<file path="src/rtl/dma_pkg.sv">
// Shared types and constants for the scratchpad DMA stream controller.
package dma_pkg;

  typedef enum logic [1:0] {
    OP_NOP   = 2'd0,
    OP_WRITE = 2'd1,
    OP_READ  = 2'd2,
    OP_RSVD  = 2'd3
  } dma_op_e;

  typedef enum logic [1:0] {
    ST_IDLE,
    ST_WRITE,
    ST_READ,
    ST_DONE
  } dma_state_e;

  // Entries in the read-return buffer; also the cap on buffered plus in-flight reads.
  localparam int FIFO_DEPTH = 2;

  function automatic logic op_is_legal(input logic [1:0] op);
    return (op == OP_WRITE) || (op == OP_READ);
  endfunction

endpackage

</file>
<file path="src/rtl/dma_out_fifo.sv">
// Two-entry read-return buffer with fall-through: a word pushed into an
// empty buffer is visible on the pop side in the same cycle.
module dma_out_fifo
  import dma_pkg::*;
#(
  parameter int DATA_W = 32
) (
  input  logic              clk,
  input  logic              rst_n,
  input  logic              flush,
  input  logic              push,
  input  logic [DATA_W-1:0] push_data,
  output logic              pop_valid,
  input  logic              pop_ready,
  output logic [DATA_W-1:0] pop_data,
  output logic              full,
  output logic              empty
);

  logic [DATA_W-1:0] mem [FIFO_DEPTH];
  logic              wr_ptr;
  logic              rd_ptr;
  logic [1:0]        count;
  logic              store;
  logic              deq;

  assign empty     = (count == 2'd0);
  assign full      = (count == 2'(FIFO_DEPTH));
  assign pop_valid = !empty || push;
  // A push into an empty buffer that is popped at once bypasses storage.
  assign store     = push && !(empty && pop_ready);
  assign deq       = !empty && pop_ready;
  assign pop_data  = !empty ? mem[rd_ptr] : (push ? push_data : '0);

  // Pointer and occupancy bookkeeping; flush empties the buffer.
  always_ff @(posedge clk or negedge rst_n) begin
    if (!rst_n) begin
      wr_ptr <= 1'b0;
      rd_ptr <= 1'b0;
      count  <= 2'd0;
    end else if (flush) begin
      wr_ptr <= 1'b0;
      rd_ptr <= 1'b0;
      count  <= 2'd0;
    end else begin
      if (store) wr_ptr <= ~wr_ptr;
      if (deq)   rd_ptr <= ~rd_ptr;
      count <= count + {1'b0, store} - {1'b0, deq};
    end
  end

  // NOTE: storage has no reset; occupancy alone decides what is valid, so
  // the data flops can stay plain registers.
  // Capture pushed words into the slot named by the write pointer.
  always_ff @(posedge clk) begin
    if (store) mem[wr_ptr] <= push_data;
  end

endmodule

</file>
<file path="src/rtl/dma_stream_ctrl.sv">
// Host-side DMA controller between the stream ports and the scratchpad DMA
// port. Optional build macro DMA_STALL_CNT_EN adds a 32-bit stall_cnt output
// counting active cycles without a memory access or output handshake.
module dma_stream_ctrl
  import dma_pkg::*;
#(
  parameter int ADDR_W = 13,
  parameter int DATA_W = 32,
  parameter int IN_W   = 64,
  parameter int LEN_W  = 16
) (
  input  logic              clk,
  input  logic              rst_n,
  input  logic              cmd_valid,
  output logic              cmd_ready,
  input  logic [1:0]        cmd_op,
  input  logic [ADDR_W-1:0] cmd_addr,
  input  logic [LEN_W-1:0]  cmd_len,
  input  logic              abort,
  output logic              busy,
  output logic              done,
  output logic              err,
  input  logic              din_valid,
  output logic              din_ready,
  input  logic [IN_W-1:0]   din_data,
  output logic              dout_valid,
  input  logic              dout_ready,
  output logic [DATA_W-1:0] dout_data,
`ifdef DMA_STALL_CNT_EN
  output logic [31:0]       stall_cnt,
`endif
  output logic              mem_en,
  output logic              mem_we,
  output logic [ADDR_W-1:0] mem_addr,
  output logic [DATA_W-1:0] mem_wdata,
  input  logic [DATA_W-1:0] mem_rdata
);

  localparam int LANES  = IN_W / DATA_W;
  localparam int LANE_W = (LANES > 1) ? $clog2(LANES) : 1;

  dma_state_e        state;
  logic [ADDR_W-1:0] addr;
  logic [LEN_W-1:0]  len;
  logic [LEN_W-1:0]  ptr;
  logic [LEN_W-1:0]  ptr_next;
  logic [IN_W-1:0]   hold_data;
  logic              hold_valid;
  logic [LANE_W-1:0] lane;
  logic              rd_pend;
  logic              err_q;

  logic              fifo_full;
  logic              fifo_empty;
  logic [1:0]        outstanding;
  logic              last_lane;
  logic              wr_en;
  logic              rd_en;
  logic              din_hs;
  logic              dout_hs;
  logic              rd_last;
  logic              cmd_legal;
  logic              flush;
  logic [ADDR_W-1:0] cur_addr;

  assign cmd_ready = (state == ST_IDLE);
  assign busy      = (state != ST_IDLE);
  assign done      = (state == ST_DONE);
  assign err       = err_q;

  assign cmd_legal = op_is_legal(cmd_op) && (cmd_len != '0);
  assign ptr_next  = ptr + LEN_W'(1);
  // Address arithmetic wraps silently at the top of the scratchpad.
  assign cur_addr  = addr + ADDR_W'(ptr);

  // Write side: one lane of the held beat goes out per cycle.
  assign last_lane = (lane == LANE_W'(LANES - 1));
  assign wr_en     = (state == ST_WRITE) && hold_valid;
  assign din_ready = (state == ST_WRITE) &&
                     (!hold_valid || (last_lane && (ptr_next < len)));
  assign din_hs    = din_valid && din_ready;

  // Read side: buffered plus in-flight words never exceed the buffer depth.
  assign outstanding = (fifo_full ? 2'd2 : {1'b0, !fifo_empty}) + {1'b0, rd_pend};
  assign rd_en       = (state == ST_READ) && (ptr < len) &&
                       (outstanding < 2'(FIFO_DEPTH));
  assign dout_hs     = dout_valid && dout_ready;
  assign rd_last     = (state == ST_READ) && dout_hs && (ptr == len) &&
                       (outstanding == 2'd1);

  assign mem_en    = wr_en || rd_en;
  assign mem_we    = wr_en;
  assign mem_addr  = mem_en ? cur_addr : '0;
  assign mem_wdata = wr_en ? hold_data[lane*DATA_W +: DATA_W] : '0;

  assign flush = abort && ((state == ST_WRITE) || (state == ST_READ));

  dma_out_fifo #(
    .DATA_W (DATA_W)
  ) u_out_fifo (
    .clk       (clk),
    .rst_n     (rst_n),
    .flush     (flush),
    .push      (rd_pend),
    .push_data (mem_rdata),
    .pop_valid (dout_valid),
    .pop_ready (dout_ready),
    .pop_data  (dout_data),
    .full      (fifo_full),
    .empty     (fifo_empty)
  );

  // Transfer FSM: command capture, beat unpacking, read issue and abort.
  always_ff @(posedge clk or negedge rst_n) begin
    if (!rst_n) begin
      state      <= ST_IDLE;
      addr       <= '0;
      len        <= '0;
      ptr        <= '0;
      hold_data  <= '0;
      hold_valid <= 1'b0;
      lane       <= '0;
      rd_pend    <= 1'b0;
      err_q      <= 1'b0;
    end else begin
      // NOTE: every state update is non-blocking so all branches see the
      // pre-edge values of ptr, lane and hold_valid.
      case (state)
        ST_IDLE: begin
          if (cmd_valid) begin
            addr <= cmd_addr;
            len  <= cmd_len;
            ptr  <= '0;
            if (cmd_legal) begin
              err_q <= 1'b0;
              state <= (cmd_op == OP_WRITE) ? ST_WRITE : ST_READ;
            end else begin
              err_q <= 1'b1;
            end
          end
        end
        ST_WRITE: begin
          if (abort) begin
            state      <= ST_IDLE;
            hold_valid <= 1'b0;
          end else begin
            if (wr_en) begin
              ptr  <= ptr_next;
              lane <= lane + LANE_W'(1);
              if (ptr_next == len) state <= ST_DONE;
            end
            if (din_hs) begin
              hold_data  <= din_data;
              hold_valid <= 1'b1;
              lane       <= '0;
            end else if (wr_en && (last_lane || (ptr_next == len))) begin
              // Beat exhausted, or the transfer ends mid-beat and the
              // remaining lanes are dropped.
              hold_valid <= 1'b0;
            end
          end
        end
        ST_READ: begin
          if (abort) begin
            state   <= ST_IDLE;
            rd_pend <= 1'b0;
          end else begin
            rd_pend <= rd_en;
            if (rd_en)   ptr   <= ptr_next;
            if (rd_last) state <= ST_DONE;
          end
        end
        ST_DONE: state <= ST_IDLE;
        default: state <= ST_IDLE;
      endcase
    end
  end

`ifdef DMA_STALL_CNT_EN
  // Saturating count of active cycles that move no data.
  always_ff @(posedge clk or negedge rst_n) begin
    if (!rst_n) begin
      stall_cnt <= '0;
    end else if (cmd_valid && cmd_ready) begin
      stall_cnt <= '0;
    end else if (((state == ST_WRITE) || (state == ST_READ)) &&
                 !mem_en && !dout_hs && (stall_cnt != '1)) begin
      stall_cnt <= stall_cnt + 32'd1;
    end
  end
`endif

endmodule

</file>
<file path="config.mk">
export PLATFORM = sky130hd
export DESIGN_NAME = dma_stream_ctrl
export DESIGN_NICKNAME = d
export VERILOG_FILES = /design/src/rtl/dma_pkg.sv /design/src/rtl/dma_out_fifo.sv /design/src/rtl/dma_stream_ctrl.sv
export SDC_FILE = /design/constraint.sdc
export NUM_CORES = 1
export LEC_CHECK = 0
export ABC_AREA = 1
export CAP_MARGIN = 20
export CORE_MARGIN = 8
export CORE_UTILIZATION = 34
export CTS_BUF_LIST = sky130_fd_sc_hd__clkbuf_8
export DETAILED_ROUTE_END_ITERATION = 7
export GPL_TIMING_DRIVEN = 1
export HOLD_SLACK_MARGIN = 0.02
export PLACE_DENSITY = 0.56
export RECOVER_POWER = 50
export REMOVE_ABC_BUFFERS = 1
export SYNTH_ARGS = -nofsm -noshare
export SYNTH_HDL_FRONTEND = slang
export SYNTH_HIERARCHICAL = 1
export SYNTH_SLANG_ARGS = --single-unit
</file>
<file path="constraint.sdc">
create_clock -name clk -period 5.25 [get_ports clk]
set_input_delay 1.3125 -clock clk [delete_from_list [all_inputs] [get_ports clk]]
set_output_delay 1.3125 -clock clk [all_outputs]
set_load 0.01 [all_outputs]
</file>
==> flow_summary.ini, run 1 <==
[worst_setup_path]
end_kind = output pin
critPathMaxFanout = 6
crit_start = ptr[1]
required_ns = 3.94
r2r_end = hold_data[39]
cp-start-kind = flip-flop
r2r_slack_ns = 1.45
reg2reg_from = ptr[1]
crit_type = flip-flop to output pin
r2r_cells = 25
arrival_ns = 3.55
crit_end = din_ready

[power]
p_leak_uw = 0.00576
ir_drop_mv = 0.171
total_power_uw = 6010
cellPowerDensity_mw_per_mm2 = 474

[clock_tree]
cts_tree = built
post_cts_buffers = 0
cts_num_sinks = 183
clk_pin_slew_worst_paths_ns = 0.11
numCtsBuffers = 17
cts_resized = 0
hold_buffers = 0
cts.htree.levels = 4
clock_latency_ns = 0.47
clock_path_buffers = 2
cts-root-buf = clkbuf_8

[logic_synthesis]
syn_avg_cell_area_um2 = 8.27
synth_mux_area_share_pct = 0
synth_seq_cells = 183
synthCells = 1185
synth_compound_area_share_pct = 11.3
synth_area_mm2 = 0.00980
synth_cell_type_count = 36
yosysSeqAreaShare_pct = 50.0
yosys.area_share.simple_pct = 22.3
synth_largest_area_cell = dfrtp_1
synth_xor_xnor_area_share_pct = 1.61
synth_top_family_by_area = simple AND/OR/NAND/NOR gates
synth_area_leaders = dfrtp_1 30%, edfxtp_1 20%, nand2_1 13%
yosys_warnings = 6
synthAdderAreaFrac_pct = 6.97
yosys.area.top_type_share_pct = 30.4

[timing]
timing.setup.tns_ns = 0
slew_headroom_pct = -111
hold_viol = 0
maxSlewViolCount = 137
fin_crit_ns = 4.86
setup_viol = 0
tightest_slew_ns = 3.17
finalCritPeriodShare_pct = 92.6
rsz0062_at_grt = no
fin_ws_ns = 0.390
skew_ns = 0.0276
fmax_mhz = 206

[drt]
detail-route-antenna-nets = 0
avgViaCountPerCell = 4.69
wl_per_cell_um = 15.6
via_count = 8360
drt-initial-drc-count = 504
remaining_drc_errors = 0
dr.pass1.iters = 5
drt_wl_total_um = 27800

[global_routing]
grt_pass1_wl_um = 44700
grt-ovfl-total = 0
grt_pass1_vias = 8461
grt_max_degree = 82
antenna_found_initial = 1
grtUsageTotal_pct = 16.2

[place]
hpwl_um = 19900
port_buffers = 217
gp_congestion = 0.850
post-place-ws_ns = 0.914

[run_status]
status = finished with violations
violations = capacitance limit, slew limit

[cells_and_area]
finalNetCount = 1571
drive_above_1_share_pct = 4.01
final_cell_mix = 327 x nand2_1, 181 x clkdlybuf4s50_1, 139 x o21ai_0, 130 x inv_1, 118 x dfrtp_1
layout_commonest_cell = nand2_1
area_delta_synth_final_pct = 29.6

[die]
die_h_um = 186
ios = 218
dieArea_mm2 = 0.0345
dieWidth_um = 186
coreArea_mm2 = 0.0285
fp-row-count = 62
start_util_pct = 34.3

[hold_path]
min_delay_path_depth = 2
hold_path_class = flip-flop to flip-flop

[flow_run]
max_cap_viol_count = 3
worst min-delay path by stage:
stage	to	slack, ns	startpoint
floorplan	hold_data[0]	0.44	hold_data[0]
global placement	hold_data[23]	0.46	hold_data[23]
detailed placement	hold_data[16]	0.46	hold_data[16]
CTS	hold_data[0]	0.49	hold_data[0]
global route	hold_data[2]	0.50	hold_data[2]
finish	hold_data[0]	0.48	hold_data[0]
worst max-delay path, cell delays in order (launching register included):
cell and delay (ns):
dfrtp_1 0.49, ha_1 0.23, nand2_1 0.08, nor2_2 0.22
nand3_1 0.20, nor2_2 0.17, nand2_1 0.09, o21bai_1 0.13
nand2_1 0.09, inv_1 0.06, ha_1 0.22, nand2_1 0.06
inv_1 0.05, nand2_1 0.05, nand2_1 0.05, nand2_1 0.05
nand2_1 0.04, nor2_1 0.08, nand2_1 0.07, nand2_2 0.09
clkdlybuf4s50_1 0.57
synth_stat cells:
| library cell | n |
|---|---|
| a21oi_1 | 55 |
| edfxtp_1 | 64 |
| nand2_2 | 2 |
| nand3b_1 | 2 |
| buf_4 | 4 |
| buf_2 | 16 |
| nand2_1 | 327 |
| nand3_4 | 1 |
| o22ai_1 | 1 |
| nor3b_1 | 1 |
| nor4_4 | 1 |
| nor4_1 | 2 |
| clkbuf_1 | 24 |
| xor2_1 | 11 |
| o21ai_1 | 17 |
| nor3_1 | 7 |
| nand4_1 | 14 |
| o21bai_1 | 3 |
| nand3_1 | 69 |
| dfrtp_1 | 119 |
| buf_6 | 5 |
| xnor2_1 | 7 |
| buf_1 | 1 |
| or2_1 | 1 |
| nor3_2 | 1 |
| nor2_2 | 2 |
| inv_1 | 130 |
| o21ai_0 | 139 |
| ha_1 | 53 |
| a21o_1 | 2 |
| inv_2 | 3 |
| nor2_1 | 97 |
| clkinv_1 | 1 |
| fa_1 | 1 |
| a21boi_0 | 1 |
| nor2_4 | 1 |
where the power goes:
group	switching, uW	internal (uW)	total, uW
Clock	610	366	976
Combinational	1680	1130	2800
Sequential	256	1980	2230
cells by family (layout without fill, tap and decap cells):
| group | count (synthesis) | in the layout |
|---|---|---|
| AOI/OAI and AO/OA | 218 | 218 |
| xor gates and xnor gates | 18 | 18 |
| adders and majority gates | 54 | 54 |
| buffers and inverters | 184 | 396 |
| DFF | 183 | 183 |
| other | 0 | 2 |
| and+or+nand+nor | 528 | 528 |
sequential cells by signal, indices dropped and copies added, names as in the netlist:
register and cells:
len 16, u_out_fifo/mem 64, state 2, u_out_fifo/count 2
rd_pend 1, u_out_fifo/rd_ptr 1, addr 13, hold_valid 1
hold_data 64, ptr 16, err 1, lane 1
u_out_fifo/wr_ptr 1
metal layers:
metal,GRT usage (%),share of wire [%]
met5,0,0
met4,4.13,1.3
met3,4.90,7.3
met2,24.5,44
met1,22.3,47
area by class of cell:
cell class	count	area [um2]
inverter	134	503
fill	2923	15900
tap	384	480
multi-input combinational	818	4140
clock inverter	15	169
sequential	183	4900
antenna	2	5.00
clock buffer	17	234
timing repair buffer	230	2260
metrics by stage:
step	instances	util [%]	hold WS (ns)	instance area, um2
floorplan	1135	-	0.444	9540
global placement	1749	43.1	0.456	12300
detailed placement	1749	43.1	0.460	12300
CTS	1781	44.5	0.488	12700
finish	1783	44.5	0.484	12700
global route	1782	44.5	0.501	12700
(Power assumes the default switching activity.)
==> run 2, diff against run 1 <==
- CORE_UTILIZATION: 34 -> 30
- PLACE_DENSITY: 0.56 -> 0.5
==> flow_summary.ini, run 2 (synthesized netlist as in run 1, its figures left out) <==
[run_status]
status = finished with violations
violations = capacitance limit, slew limit

[drt]
via_count = 8355
detail-route-antenna-nets = 0
drt-initial-drc-count = 502
wl_per_cell_um = 15.7
drt_wl_total_um = 29000
dr.pass1.iters = 5
avgViaCountPerCell = 4.54
remaining_drc_errors = 0

[cells_and_area]
area_delta_synth_final_pct = 30.8
diodes = 0
layout_commonest_cell = nand2_1
final_cell_mix = 327 x nand2_1, 182 x clkdlybuf4s50_1, 139 x o21ai_0, 130 x inv_1, 116 x dfrtp_1
drive_above_1_share_pct = 4.15
finalNetCount = 1571
postLayoutCoreUtil_pct = 39.6
reg_top3 = hold_data (64), u_out_fifo/mem (64)
fin_cells = 1839
final_cell_area_mm2 = 0.0128

[place]
hpwl_um = 20400
gp_congestion = 0.821
port_buffers = 217
place_area_mm2 = 0.0124
dp.cells = 1806

[clock_tree]
cts-root-buf = clkbuf_8
cts_num_sinks = 183
clk_pin_slew_worst_paths_ns = 0.13
cts_resized = 0
cts.htree.levels = 4
post_cts_buffers = 0
clock_path_buffers = 2
cts_tree = built
hold_buffers = 0
clock_latency_ns = 0.47
numCtsBuffers = 17

[worst_setup_path]
critPathMaxFanout = 6
crit_path_max_incr_delay_ns = 0.59
r2r_cells = 24
crit_type = flip-flop to output pin
path_common_cell = nand2_1
arrival_ns = 3.46
cp_cell_sequence = ha_1, nand2_1, nor2_4, nand3_1, nor2_2, nand2_1, o21bai_1, nand2_1, inv_1, ha_1, nand2_1, inv_1, nand2_1, nand2_1, nand2_1, nand2_1, nor2_1, nand2_1, nand2_2, clkdlybuf4s50_1
end_kind = output pin
required_ns = 3.94
slowest_stage = clkdlybuf4s50_1
crit_start = ptr[1]
cp-start-kind = flip-flop
reg2reg_from = ptr[1]

[timing]
skew_ns = 0.0295
fin_crit_ns = 4.77
fmax_mhz = 209
maxSlewViolCount = 148
timing.setup.tns_ns = 0
setup_viol = 0
tightest_slew_ns = 3.11
finalCritPeriodShare_pct = 90.9
slew_headroom_pct = -107
rsz0062_at_grt = no
hold_viol = 0

[global_routing]
grt_pass1_vias = 8450
grtUsageTotal_pct = 15.0
grt-ovfl-total = 0
grt_max_degree = 82
antenna_found_initial = 3
grt_pass1_wl_um = 46400

[die]
start_util_pct = 30.3
die_h_um = 197
ios = 218
fp-row-count = 66
coreArea_mm2 = 0.0324
dieWidth_um = 197
dieArea_mm2 = 0.0387

[hold_path]
hold_start = hold_data[21]
min_delay_path_depth = 2
hold_path_class = flip-flop to flip-flop

[flow_run]
max_cap_viol_count = 4

[power]
p_leak_uw = 0.00577
cellPowerDensity_mw_per_mm2 = 476
ir_drop_mv = 0.211
total_power_uw = 6100
-- run 2: cell count changes in the layout (fill, tap and decap cells not counted), sizes merged --
cell | before | now
inv | 142 | 141
diode | 2 | 0
clkbuf | 22 | 21
dlygate4sd3 | 35 | 34
clkdlybuf4s25 | 0 | 1
clkdlybuf4s50 | 181 | 182
clkinvlp | 0 | 1
-- run 2: stage by stage --
| stage | hold WS, ns | worst slack (ns) |
|---|---|---|
| floorplan | 0.444 | 1.67 |
| global placement | 0.457 | 0.899 |
| detailed placement | 0.460 | 0.849 |
| CTS | 0.489 | 0.264 |
| global route | 0.503 | 0.0269 |
| finish | 0.482 | 0.476 |
-- run 2: cell type report --
| cell class | count | area (um2) |
|---|---|---|
| inverter | 134 | 503 |
| clock inverter | 15 | 211 |
| sequential | 183 | 4900 |
| fill | 3344 | 19600 |
| tap | 442 | 553 |
| clock buffer | 17 | 234 |
| multi-input combinational | 818 | 4150 |
| timing repair buffer | 230 | 2270 |
-- run 2: power breakdown --
| part | switching, uW | internal [uW] |
|---|---|---|
| clock network | 661 | 386 |
| registers | 249 | 1980 |
| logic | 1700 | 1130 |
-- run 2: worst paths after layout --
path | endpoint | slack (ns)
worst max-delay path | din_ready | 0.48
max in group asynchronous | hold_data[19] | 0.92
worst max register to register | hold_data[44] | 1.37
worst min-delay path | hold_data[21] | 0.48
worst min register to register | hold_data[21] | 0.48
min in group asynchronous | addr[4] | 0.76
-- run 2: per-layer routing --
metal	up-vias	part of all wire [%]	track usage [%]
met1	3877	49	21.4
met2	201	42	21.8
met4	6	0.70	2.93
met3	17	7.7	5.00
met5	-	0.13	0
li1	4254	-	-
-- run 2: worst max-delay path: cells and delay by family (launching register included) --
kind                       cells  cell delay, ns
AOI/OAI and AO/OA              1            0.12
adders and majority gates      2            0.42
and+or+nand+nor               14            1.28
DFF                            1            0.45
buffers and inverters          3            0.70
